## src/rtl/ide_swap_ctrl.sv

```systemverilog
// ide_swap_ctrl: snoops ATA taskfile traffic and drives a registered byte-swap enable for the datapath
module ide_swap_ctrl #(
  parameter int SYNC_STAGES      = 2,
  parameter bit SWAP_DEFAULT     = 1'b1,
  parameter int WORDS_PER_SECTOR = 256
) (
  input  logic       CLK,
  input  logic       RESET,
  input  logic       _RESET,
  input  logic [1:0] _CS,
  input  logic [2:0] DA,
  input  logic       _DIOW,
  input  logic       _DIOR,
  input  logic [7:0] D,
  output logic       SWAP,
  output logic [7:0] CMD,
  output logic       BUSY,
  output logic [8:0] SECTLEFT,
  output logic [7:0] WORDCNT,
  output logic       STRAY
);
  typedef enum logic [1:0] {IDLE, ID_XFER, DATA_XFER} state_t;

  // Quiescent bus: _RESET high, both chip selects and strobes deasserted.
  localparam logic [15:0] BUS_IDLE  = 16'hE300;
  localparam logic [7:0]  LAST_WORD = 8'(WORDS_PER_SECTOR - 1);

  logic [SYNC_STAGES-1:0][15:0] sync_q;
  logic [15:0] bus_s;
  logic        diow_prev_q, dior_prev_q;
  logic [1:0]  cs_q;
  logic [2:0]  da_q;
  logic [7:0]  d_q, cmd_q, wordcnt_q;
  logic [8:0]  sc_q, sectleft_q;
  state_t      state_q;
  logic        swap_q, busy_q, stray_q;
  logic        wr_done, rd_done, pri, cmd_wr, sc_wr, data_acc, devctl_wr, bus_rst, is_id, is_rw;

  // Every ATA input, data included, crosses into CLK through the same depth so they stay aligned.
  always_ff @(posedge CLK) begin
    if (RESET) sync_q <= {SYNC_STAGES{BUS_IDLE}};
    else       sync_q <= {sync_q[SYNC_STAGES-2:0], {_RESET, _CS, DA, _DIOW, _DIOR, D}};
  end

  assign bus_s = sync_q[SYNC_STAGES-1];

  // Hold address/data from the last strobe-low cycle; the host may change them as the strobe rises.
  always_ff @(posedge CLK) begin
    if (RESET) begin
      diow_prev_q <= 1'b1;
      dior_prev_q <= 1'b1;
      cs_q        <= 2'b11;
      da_q        <= 3'd0;
      d_q         <= 8'd0;
    end else begin
      diow_prev_q <= bus_s[9];
      dior_prev_q <= bus_s[8];
      if (!bus_s[9] || !bus_s[8]) begin
        cs_q <= bus_s[14:13];
        da_q <= bus_s[12:10];
      end
      if (!bus_s[9]) d_q <= bus_s[7:0];
    end
  end

  assign wr_done   = bus_s[9] & ~diow_prev_q;
  assign rd_done   = bus_s[8] & ~dior_prev_q;
  assign pri       = cs_q == 2'b10;
  assign cmd_wr    = wr_done & pri & (da_q == 3'd7);
  assign sc_wr     = wr_done & pri & (da_q == 3'd2);
  assign data_acc  = (wr_done | rd_done) & pri & (da_q == 3'd0);
  assign devctl_wr = wr_done & (cs_q == 2'b01) & (da_q == 3'd6);
  assign bus_rst   = ~bus_s[15] | (devctl_wr & d_q[2]);
  assign is_id     = (d_q == 8'hEC) || (d_q == 8'hA1);
  assign is_rw     = d_q inside {8'h20, 8'h21, 8'h24, 8'h29, 8'hC4, 8'h30, 8'h31, 8'h34, 8'h39, 8'hC5};

  // Transfer FSM; SWAP/BUSY are registered alongside the state so the datapath sees clean levels.
  always_ff @(posedge CLK) begin
    if (RESET || bus_rst) begin
      state_q    <= IDLE;
      cmd_q      <= 8'h00;
      sectleft_q <= 9'd0;
      wordcnt_q  <= 8'd0;
      sc_q       <= 9'd1;
      swap_q     <= SWAP_DEFAULT;
      busy_q     <= 1'b0;
      stray_q    <= 1'b0;
    end else begin
      stray_q <= 1'b0;
      if (sc_wr) sc_q <= (d_q == 8'd0) ? 9'd256 : {1'b0, d_q};
      if (cmd_wr) begin
        cmd_q     <= d_q;
        wordcnt_q <= 8'd0;
        if (is_id) begin
          state_q    <= ID_XFER;
          sectleft_q <= 9'd1;
          swap_q     <= 1'b0;
          busy_q     <= 1'b1;
        end else if (is_rw) begin
          state_q    <= DATA_XFER;
          sectleft_q <= sc_q;
          swap_q     <= 1'b1;
          busy_q     <= 1'b1;
        end else begin
          state_q    <= IDLE;
          sectleft_q <= 9'd0;
          swap_q     <= SWAP_DEFAULT;
          busy_q     <= 1'b0;
        end
      end else if (data_acc) begin
        if (state_q == IDLE) begin
          stray_q <= 1'b1;
        end else if (wordcnt_q == LAST_WORD) begin
          wordcnt_q  <= 8'd0;
          sectleft_q <= sectleft_q - 9'd1;
          if (sectleft_q == 9'd1) begin
            state_q <= IDLE;
            swap_q  <= SWAP_DEFAULT;
            busy_q  <= 1'b0;
          end
        end else begin
          wordcnt_q <= wordcnt_q + 8'd1;
        end
      end
    end
  end

  assign SWAP     = swap_q;
  assign CMD      = cmd_q;
  assign BUSY     = busy_q;
  assign SECTLEFT = sectleft_q;
  assign WORDCNT  = wordcnt_q;
  assign STRAY    = stray_q;
endmodule

```

## config.mk

```make
export PLATFORM = sky130hd
export DESIGN_NAME = ide_swap_ctrl
export DESIGN_NICKNAME = d
export VERILOG_FILES = /design/src/rtl/ide_swap_ctrl.sv
export SDC_FILE = /design/constraint.sdc
export NUM_CORES = 1
export LEC_CHECK = 0
export CAP_MARGIN = 20
export CORE_ASPECT_RATIO = 1.25
export CORE_UTILIZATION = 50
export CTS_BUF_LIST = sky130_fd_sc_hd__clkbuf_4 sky130_fd_sc_hd__clkbuf_8
export DETAILED_ROUTE_END_ITERATION = 7
export MAX_ROUTING_LAYER = met4
export PLACE_DENSITY = 0.86
export SKIP_CTS_REPAIR_TIMING = 1
export SYNTH_ARGS = -nofsm -noshare
export SYNTH_HDL_FRONTEND = slang
export SYNTH_SLANG_ARGS = --single-unit
```

## constraint.sdc

```tcl
create_clock -name CLK -period 2.1 [get_ports CLK]
set_clock_uncertainty 0.15 [all_clocks]
set_input_delay 0.315 -clock CLK [delete_from_list [all_inputs] [get_ports CLK]]
set_output_delay 0.315 -clock CLK [all_outputs]
set_load 0.02 [all_outputs]
```

Word level (Yosys, flattened, before mapping)
Cells that the tools add are included.
{"block": "word_totals", "regBits": 86, "input_bits": 18, "output_inout_bits": 28, "word_cells": 100}
{"block": "op_classes", "addsub": 2, "eq_ne": 20, "mux": 29, "bitwise_logic": 17, "reduce_logical": 17}
{"cell": "$eq 8x6->1 const B", "n": 8}
{"cell": "$mux 9", "n": 7}
{"cell": "$eq 8x8->1 const B", "n": 5}
{"cell": "$mux 1", "n": 14}
{"cell": "$mux 2", "n": 7}
{"cell": "$and 1x1->1", "n": 10}
{"cell": "$reduce_bool 10->1", "n": 1}
{"cell": "$eq 9x1->1 const B", "n": 1}
{"cell": "$sub 9x1->9 const B", "n": 1}
{"cell": "$add 8x1->8 const B", "n": 1}
{"cell": "$logic_not 8->1", "n": 1}
{"cell": "$mux 8", "n": 1}
{"cell": "$eq 3x3->1 const B", "n": 2}
{"cell": "$reduce_bool 2->1", "n": 3}
{"cell": "$not 1->1", "n": 5}
{"cell": "$reduce_and 4->1", "n": 1}
{"cell": "$eq 3x2->1 const B", "n": 1}
{"cell": "$logic_not 3->1", "n": 1}
{"cell": "$logic_or 1x1->1", "n": 3}
{"cell": "$reduce_and 3->1", "n": 1}
{"cell": "$reduce_or 3->1", "n": 1}
{"cell": "$eq 2x1->1 const B", "n": 1}
{"cell": "$eq 2x2->1 const B", "n": 1}
{"cell": "$logic_not 1->1", "n": 2}
{"cell": "other kinds (5)", "n": 6}

Longest topological paths before layout
{"block": "logic_depth", "word_depth": 8, "mapped_depth": 8, "depth_no_buf": 7}

Worst setup path after synthesis
OpenSTA, ideal clock, no wires.
{"block": "synth_timing", "kind": "reg2reg", "startpoint": "reg wordcnt_q[0], in the netlist WORDCNT[0]", "endpoint": "reg state_q[1]", "setup_time_ns": 0.117, "arrival_ns": 1.919, "required_time_ns": 1.833, "setup_slack_ns": -0.086, "path_stages_with_launch": 8, "path_buffers": 1, "period_less_slack_ns": 2.186, "path_cell_list": "dfxtp_1 -> ha_1 -> o211ai_1 -> or3_1 -> clkbuf_1 -> nor2_1 -> a31oi_1 -> a22o_1"}
{"block": "synth_via", "elab_chain_len": 3}
{"element": "start, declared", "line_no": "33", "source": "logic [7:0] d_q, cmd_q, wordcnt_q;"}
{"element": "start signal, assigned", "line_no": "122", "source": "wordcnt_q <= wordcnt_q + 8'd1;"}
{"element": "$eq 8x8->1", "line_no": "113", "source": "end else if (wordcnt_q == LAST_WORD) begin"}
{"element": "$reduce_bool 2->1 (no line)"}
{"element": "$reduce_and 4->1 (no line)"}
{"element": "end signal, assigned", "line_no": "100", "source": "state_q <= DATA_XFER;"}
{"element": "end signal, assigned", "line_no": "105", "source": "state_q <= IDLE;"}
{"element": "end signal, assigned", "line_no": "117", "source": "state_q <= IDLE;"}
{"element": "end, declared", "line_no": "35", "source": "state_t state_q;"}
No other way between the ends.
A chain may end at the register's enable or synchronous reset.

Final worst setup path
{"block": "layout_timing", "startpoint": "reg da_q[2]", "endpoint": "reg wordcnt_q[2], in the netlist WORDCNT[2]"}
{"block": "layout_via", "elab_chain_len": 6, "word_cells_on_any_way": 11, "cone_classes": "2 x eq/ne; 5 x bitwise; 4 x reduce/logical"}
{"element": "start, declared", "line_no": "32", "source": "logic [2:0] da_q;"}
{"element": "start signal, assigned", "line_no": "60", "source": "da_q <= bus_s[12:10];"}
{"element": "$eq 3x3->1", "line_no": "72", "source": "assign devctl_wr = wr_done & (cs_q == 2'b01) & (da_q == 3'd6);"}
{"element": "$and 1x1->1", "line_no": "72"}
{"element": "$and 1x1->1", "line_no": "73", "source": "assign bus_rst = ~bus_s[15] | (devctl_wr & d_q[2]);"}
{"element": "$or 1x1->1", "line_no": "73"}
{"element": "$logic_or 1x1->1", "line_no": "79", "source": "if (RESET || bus_rst) begin"}
{"element": "$reduce_or 2->1 (no line)"}
Several ways; a longest one is shown, not always the timed one.

==> results_dict.tcl <==
set metrics [dict create \
    crit_slowest_cell "or4b_4" \
    start_kind "flip-flop" \
    die_h_um 93.10 \
    dp_hpwl_mm 4.708 \
    clock_path_buffers 2 \
    diodes 0 \
    dp_slack_ns -0.04383 \
    core_sq_um 6286 \
    routed_wl_mm 6.839 \
    vias_per_cell 5.420 \
    crit_type "flip-flop to flip-flop" \
    ys_types 46 \
    run_status "finished, final reports clean" \
    r2r_end "WORDCNT[2]$_SDFFE_PP0P_" \
    synthesis.area_sq_um 3319 \
    wl_per_cell_um 13.49 \
    grt-ovfl-total 0 \
    clk_transition_reported_paths_ns 0.09 \
    regToRegStartpoint "da_q[2]$_SDFFE_PP0P_" \
    insertion_delay_ns 0.36 \
    drc_errors 0 \
    layout.nets 438 \
    hold_path_depth 1 \
    async_flop_share_pct 0 \
    internal-power_mw 2.430 \
    max-cap-violations 0 \
    ff2ff_setup_slack_ns 0.05 \
    met1_length_mm 2.806 \
    path_max_fanout 10 \
    p_sw_share_pct 22.38 \
    synth-edff-count 0 \
    grt_util_all_layers_pct 22.09 \
    grt_pass1_wl_mm 11.40 \
    leakage_nw 1.597 \
    dieArea_sq_um 6970 \
    worst_pin_slew_ns 0.5672 \
    p_seq_share_pct 53.6 \
    switchingPower_mw 0.7008 \
    drv_slew 0 \
    finalHoldViolations 0 \
    root_buffer "clkbuf_8" \
    ir_drop_v 0.0005941 \
    drt-pass1-iter-count 4 \
    ys.flop_type "dfxtp_1" \
    fmax_mhz 488.4 \
    dr_wl_met3_um 361 \
    core.rowCount 32 \
    antenna_found_initial 0 \
    synth_top_area_share_pct 51.87 \
    wl_met2_mm 3.350 \
    finalSetupTns_ns 0 \
    nFillCells 490 \
    end_kind "flip-flop" \
    io_pins 46 \
    top_layer "met4" \
    post-route-period-util_pct 97.50 \
    worstPathArrival_ns 2.16 \
    min_from "sync_q[13]$_SDFF_PP1_" \
    worst_slack_ns 0.05244 \
    gp_congestion 0.8651 \
    cts_tree "yes" \
    ff_latch_area_sq_um 1723 \
    setup_viol 0 \
    cts_num_sinks 86 \
    syn2layout_area_growth_pct 28.76 \
    ant_nets 0 \
    hp-class "flip-flop to flip-flop" \
    worst_path_largest_cell_delay_ns 0.56 \
    vias 2748 \
    multiInputGateArea_sq_um 1521 \
    power_density_nw_per_um2 732.5 \
    clkPwrFrac_pct 41.9 \
    grt_start_max_net_pins 48 \
    syn-mean-instance-area_sq_um 9.377 \
    drt_iter0_markers 250 \
    post-route-min-period_ns 2.048 \
    synth_sequential_area_ratio_pct 51.87 \
    synthesis.nets 375 \
    cts_buffers 9 \
    yosysWarnings 0 \
    chipWidth_um 74.88 \
    cts_max_level 3 \
    cp_cell_sequence "or4b_4 -> a211o_4 -> buf_4 -> nor3b_2 -> xnor2_1 -> nor2_1" \
    start_util_pct 52.81 \
    grt_pass1_vias 2537 \
    synth_cells 354 \
    finalCoreUtilization_pct 67.99 \
    io_buffers 45 \
    whs_endpoint "bus_s[13]$_SDFF_PP1_" \
    synthTopCellsByArea "dfxtp_1 (52%), mux2i_1 (5.4%), nor2b_1 (4.3%), nor2_1 (4.0%), a21oi_1 (3.9%)" \
    reg2reg_depth 6 \
    grt_setup_unrepaired "yes" \
    maxSlewHeadroom_pct 61.84 \
    pwr-share-comb_pct 4.5 \
    synth_area_leader_cell "dfxtp_1" \
    drive_gt1_share_pct 16.35 \
    ys_ff_latch 86 \
    worstPathRequired_ns 2.21 \
]
cells in the mapped netlist (all sizes together), types with 6 or more instances:
master,number
nand2,30
clkbuf,16
nand3,8
a21oi,26
or2,13
inv,8
dfxtp,86
xnor2,6
nor2,35
mux2i,18
nor2b,23
o21a,6
nand4,8
nor3,8
o21ai,6
worst max-delay path, delay by kind of cell, from the launching register on:
kind	cells	cell delay [ns]
AO/OA/AOI/OAI	1	0.32
XOR/XNOR	1	0.16
buffers and inverters	1	0.19
flip-flops	1	0.32
AND/OR/NAND/NOR	3	0.81
power by group through the flow:
| stage | Clock, mW | Combinational (mW) | Sequential (mW) |
|---|---|---|---|
| final | 1.31 | 0.141 | 1.68 |
| after global placement | 0 | 0.133 | 1.71 |
| after detailed placement | 0 | 0.138 | 1.72 |
| after floorplan | 0 | 0.0774 | 1.71 |
| after CTS | 1.34 | 0.138 | 1.68 |
| after global routing | 1.41 | 0.155 | 1.68 |
routing by layer:
layer  global-route usage, %  up-vias
met5                       -        -
met4                   13.05        0
met3                   5.603       24
met2                   35.44       94
met1                   24.35     1278
li1                        -     1352
final cells by class:
class | count | share of cell area (%)
flip-flops and latches | 86 | 40.31
multi-input cells | 240 | 35.60
repair buffers | 72 | 15.57
clock buffers | 9 | 2.898
well taps | 85 | 2.488
clock inverters | 7 | 2.430
inverters | 8 | 0.7026
cells by family (layout without fill, tap and decap cells):
kind of cell	count (synthesis)	count (layout)	synth area share [%]
compound gates	63	64	12.51
flops	86	86	51.87
simple gates	149	149	23.67
mux	18	18	5.428
xor+xnor	6	6	1.583
buf+inv	29	96	3.807
fa+ha+maj	3	3	1.131
registers in the layout (all words and copies together), names as in the netlist, 3 cells and up:
register	count
d_q	8
da_q	3
sync_q	16
WORDCNT	8
SECTLEFT	9
bus_s	16
CMD	8
sc_q	9
worst max path at each step:
stage                            start                      end  slack [ns]
2_1_floorplan  WORDCNT[1]$_SDFFE_PP0P_  state_q[1]$_SDFFE_PP0P_       0.002
3_3_place_gp      da_q[2]$_SDFFE_PP0P_  WORDCNT[7]$_SDFFE_PP0P_      -0.009
3_5_place_dp      da_q[2]$_SDFFE_PP0P_  WORDCNT[4]$_SDFFE_PP0P_       -0.04
4_1_cts           da_q[2]$_SDFFE_PP0P_  WORDCNT[4]$_SDFFE_PP0P_       -0.05
5_1_grt           da_q[2]$_SDFFE_PP0P_  WORDCNT[2]$_SDFFE_PP0P_      -0.009
6_report          da_q[2]$_SDFFE_PP0P_  WORDCNT[2]$_SDFFE_PP0P_        0.05
stage by stage:
| stage | total power, mW | hold slack (ns) | std cells | area, sq um |
|---|---|---|---|---|
| 5_1_grt | 3.250 | 0.2814 | 507 | 4274 |
| 6_report | 3.131 | 0.2573 | 507 | 4274 |
| 2_1_floorplan | 1.789 | 0.2395 | 354 | 3323 |
| 3_5_place_dp | 1.854 | 0.2433 | 490 | 3999 |
| 3_3_place_gp | 1.848 | 0.2415 | 490 | 3999 |
| 4_1_cts | 3.156 | 0.2627 | 506 | 4227 |
cell usage in the layout (no fill, tap or decap), drive strengths merged, types with 8 or more instances in the layout:
cell	count
nor3	8
dfxtp	86
or2	13
nor2b	23
a21oi	26
nor2	35
mux2i	18
nand4	8
clkdlybuf4s50	45
clkbuf	9
nand3	8
nand2	30
buf	27
inv	11
No activity file was read; power rests on OpenSTA's default activity.
==> edit 1, RTL diff (config.mk and constraints unchanged) <==
Add an input register stage for `_CS`, `DA`, `_DIOW`, `_DIOR` and `D`; this delays them by one clock.
--- a/src/rtl/ide_swap_ctrl.sv
+++ b/src/rtl/ide_swap_ctrl.sv
@@ -25,6 +25,20 @@
   localparam logic [15:0] BUS_IDLE  = 16'hE300;
   localparam logic [7:0]  LAST_WORD = 8'(WORDS_PER_SECTOR - 1);
 
+  logic [1:0] _CS_q;
+  logic [2:0] DA_q;
+  logic _DIOW_q;
+  logic _DIOR_q;
+  logic [7:0] D_q;
+
+  always_ff @(posedge CLK) begin
+    _CS_q   <= _CS;
+    DA_q    <= DA;
+    _DIOW_q <= _DIOW;
+    _DIOR_q <= _DIOR;
+    D_q     <= D;
+  end
+
   logic [SYNC_STAGES-1:0][15:0] sync_q;
   logic [15:0] bus_s;
   logic        diow_prev_q, dior_prev_q;
@@ -39,7 +53,7 @@
   // Every ATA input, data included, crosses into CLK through the same depth so they stay aligned.
   always_ff @(posedge CLK) begin
     if (RESET) sync_q <= {SYNC_STAGES{BUS_IDLE}};
-    else       sync_q <= {sync_q[SYNC_STAGES-2:0], {_RESET, _CS, DA, _DIOW, _DIOR, D}};
+    else       sync_q <= {sync_q[SYNC_STAGES-2:0], {_RESET, _CS_q, DA_q, _DIOW_q, _DIOR_q, D_q}};
   end
 
   assign bus_s = sync_q[SYNC_STAGES-1];
Function: changed (a bounded check fails within 10 cycles, from zero or initial values and one cycle with RESET high).
==> edit 1 against the unedited design <==
Clock power is 6% higher; power is 12% higher; maximum frequency down 2.1%; combinational power about the same; hold slack worse by 13 ps; die area grew 9.7%; sequential cell count up 15; first-iteration DRC count shrank 12%; global-route usage shrank 2.3 points; routed wire length decreased by 0.54%; largest cell class unchanged; worst setup slack got worse by 43 ps; cell area increased by 7.6%; count of clock-buffer cells in the layout up 3; area after synthesis rose by 9.9%.
==> edit 1: results (changes against the unedited design) <==
top area cells in the synthesized netlist dfxtp_1 55%, mux2i_1 4.9%, nor2b_1 4.3%; Synth Area in XOR/XNOR 2.40% (+0.82 points); I/O Buffers 45 (unchanged); Hold EP D_q[6]$_DFF_P_; HP Class in2reg; via/cell ratio 5.29 (-2.3%); H-tree depth 3 (unchanged); Hold Slack 244 ps (-13.5 ps); pre-CTS WS 3.98 ps (+47.8 ps); fin crit share 99.6% (+2.0 points); # placed instances 496 (+1.2%); capture point of the worst path WORDCNT[1]$_SDFFE_PP0P_; first-pass GRT wire length 11600 um (+1.6%); via count 2726 (-0.80%); Pleak 1.86 nW (+16%); comb pwr 0.000141 W (about the same); Internal 0.00280 W (+15%); post-DP HPWL 4780 um (+1.6%); Synth Area in Compound Gates 11.1% (-1.4 points); syn_nets 376 (+0.27%); Synth Area in Adders 1.03% (-0.10 points); layout cells sized above 1 16.5% (+0.12 points); Least-Margin Pin Slew 435 ps (-133 ps); Synth Area per Inst 10.3 sq um (+9.6%); Crit path largest cell delay 540 ps (-20 ps); DR iter-0 viols 220 (-12%); Area after DPL 0.00431 sq mm (+7.9%); Netlist cell types 56 (+22%); # nets final 441 (+0.68%); outcome finished, final reports clean; initial antenna violation count 0 (unchanged); Worst R2R Setup Slack 9 ps (-40 ps); top cells by count, synth 101 x dfxtp_1, 33 x nand2_1, 30 x nor2_1; total CTS buffers 9 (unchanged); Routed WL per cell 13.2 um (-2.1%); hold_sp D[6]; GP Congestion 0.929 (+7.4%); seq pwr 0.00198 W (+18%); peak supply drop 0.630 mV (+6.1%); Seq/Total Area, Yosys 55.4% (+3.6 points); vias in the first global route 2594 (+2.2%); CP Max Fanout 5 (-5); critical path arrival 2200 ps (+40 ps); CTS root buf clkbuf_8; PD cells 763 mW/mm^2 (+4.2%); beginning of the worst register-to-register path cs_q[0]$_SDFFE_PP1P_; mux cell area share after synthesis 4.94% (-0.49 points); All-Layer GR Usage 19.8% (-2.3 points)
==> edit 1: cell types whose count changed in the layout (fill, tap and decap cells not counted), moves of 3 or more <==
cell,unedited run,this run
nand2b_1,5,2
nand2_1,30,33
xor2_1,0,7
dfxtp_1,85,99
o21a_1,6,3
o21ai_0,4,0
inv_1,8,5
nor2_1,34,30
xnor2_1,6,3
nand4_1,8,5
nor3_2,3,0
and3_1,3,6
a21oi_1,26,19
==> edit 1: cell type report <==
type | instances | area (sq um)
multi-input cells | 230 | 1530
fillers | 554 | 2420
repair buffers | 73 | 676
flip-flops and latches | 101 | 2020
clock buffers | 12 | 159
well taps | 90 | 113
clock inverters | 4 | 77.6
inverters | 5 | 18.8
==> edit 1: layer usage <==
metal	part of all wire (%)	GRT usage (%)	vias to the layer above
li1	-	-	1360
met1	42	22.3	1276
met2	51	32.6	71
met3	3.4	3.94	19
met4	3.2	10.7	0
met5	0	-	-
==> edit 2, RTL diff (config.mk and constraints unchanged) <==
Without the edit above. `SWAP_DEFAULT`: 1'b1 -> 1'b0.
--- a/src/rtl/ide_swap_ctrl.sv
+++ b/src/rtl/ide_swap_ctrl.sv
@@ -1,7 +1,7 @@
 // ide_swap_ctrl: snoops ATA taskfile traffic and drives a registered byte-swap enable for the datapath
 module ide_swap_ctrl #(
   parameter int SYNC_STAGES      = 2,
-  parameter bit SWAP_DEFAULT     = 1'b1,
+  parameter bit SWAP_DEFAULT     = 1'b0,
   parameter int WORDS_PER_SECTOR = 256
 ) (
   input  logic       CLK,
Function: changed (Yosys sat finds a counterexample within 4 cycles, from zero or initial values and one cycle with RESET high).
==> edit 2 against the unedited design <==
Largest cell class unchanged; power decreased by 11%; routed wire length decreased by 6.3%; area after synthesis decreased by 1.5%; sequential cell count decreased by 1; clock power decreased by 24%; cell area decreased by 2.6%; worst setup slack improved by 7.9 ps; critical endpoint is now SECTLEFT[7]$_SDFFE_PP0P_.
==> edit 2: results (changes against the unedited design) <==
outcome finished, final reports clean; peak supply drop 0.595 mV (about the same); syn_nets 360 (-4.0%); Routed WL per cell 13.2 um (-2.5%); Area after DPL 0.00394 sq mm (-1.4%); vias in the first global route 2319 (-8.6%); WL met2 3240 um (-3.4%); DR iter-0 viols 207 (-17%); Required @ worst endpoint 2180 ps (-30 ps); met3 WL post-DR 330 um (-8.6%); pre-CTS WS -33.2 ps (+10.6 ps); Netlist cell types 51 (+11%); top cells by count, synth 85 x dfxtp_1, 30 x nor2_1, 28 x nand2_1; All-Layer GR Usage 20.4% (-1.7 points); Seq/Total Area, Yosys 52.0% (+0.16 points); via count 2609 (-5.1%); first-pass GRT wire length 10400 um (-8.8%); layout cells sized above 1 16.7% (+0.32 points); CP Max Fanout 8 (-2); GP Congestion 0.860 (-0.61%); Pleak 1.52 nW (-4.7%); DRT met1 WL 2680 um (-4.6%); critical path arrival 2120 ps (-40 ps); post-DP HPWL 4400 um (-6.5%); Least-Margin Pin Slew 512 ps (-55.1 ps); Worst-Skew Late Latency 340 ps (-20 ps); first-pass detailed-route iteration total 4 (unchanged)
## edit 2: layer usage
metal  up-vias  track usage, %
met4         0            10.4
met1      1208            24.4
met3        18            4.90
met5         -               -
li1       1292               -
met2        91            31.5
## edit 2: report_power, final
| group | internal [W] | switching (W) |
|---|---|---|
| registers | 0.00165 | 0.0000149 |
| logic | 0.0000707 | 0.0000553 |
| clock network | 0.000464 | 0.000531 |
| total | 0.00218 | 0.000601 |
## edit 2: through the flow
stage / utilization (%) / cells / power [W] / setup TNS (ps)
floorplan: - / 339 / 0.00177 / -9.63
global placement: 63.1 / 471 / 0.00182 / 0
detailed placement: 63.1 / 471 / 0.00182 / -33.2
CTS: 65.8 / 486 / 0.00280 / -66.2
global route: 66.7 / 487 / 0.00289 / -96.6
finish: 66.7 / 487 / 0.00278 / 0
## edit 2: cells by family (layout without fill, tap and decap cells)
logic type,Yosys count,count (layout),share of synthesized area [%]
buf+inv,28,91,3.33
mux,17,17,5.20
simple gates,146,146,24.7
flops,85,85,52.0
compound gates,51,51,11.2
xor+xnor,9,9,2.41
fa+ha+maj,3,3,1.15
## edit 2: cell type report
class	instances	area [sq um]
Sequential cell	85	1700
Timing Repair Buffer	67	628
Tap cell	85	106
Inverter	9	33.8
Clock inverter	4	25.0
Clock buffer	11	145
Fill cell	515	2080
Multi-Input combinational cell	226	1520
## edit 2: path summary, 6_finish.rpt
kind | from | endpoint | cells past startpoint
max | da_q[2]$_SDFFE_PP0P_ | SECTLEFT[7]$_SDFFE_PP0P_ | 5
min reg2reg | sync_q[9]$_SDFF_PP1_ | bus_s[9]$_SDFF_PP1_ | 1
min | sync_q[9]$_SDFF_PP1_ | bus_s[9]$_SDFF_PP1_ | 1
max reg2reg | da_q[2]$_SDFFE_PP0P_ | SECTLEFT[7]$_SDFFE_PP0P_ | 5
## edit 2: critical path, cell delays in order, from the launching register on
cell and delay [ps]:
dfxtp_1 330, or4b_4 600, a211oi_4 250, and2_2 300, or2_2 210, o22ai_1 90
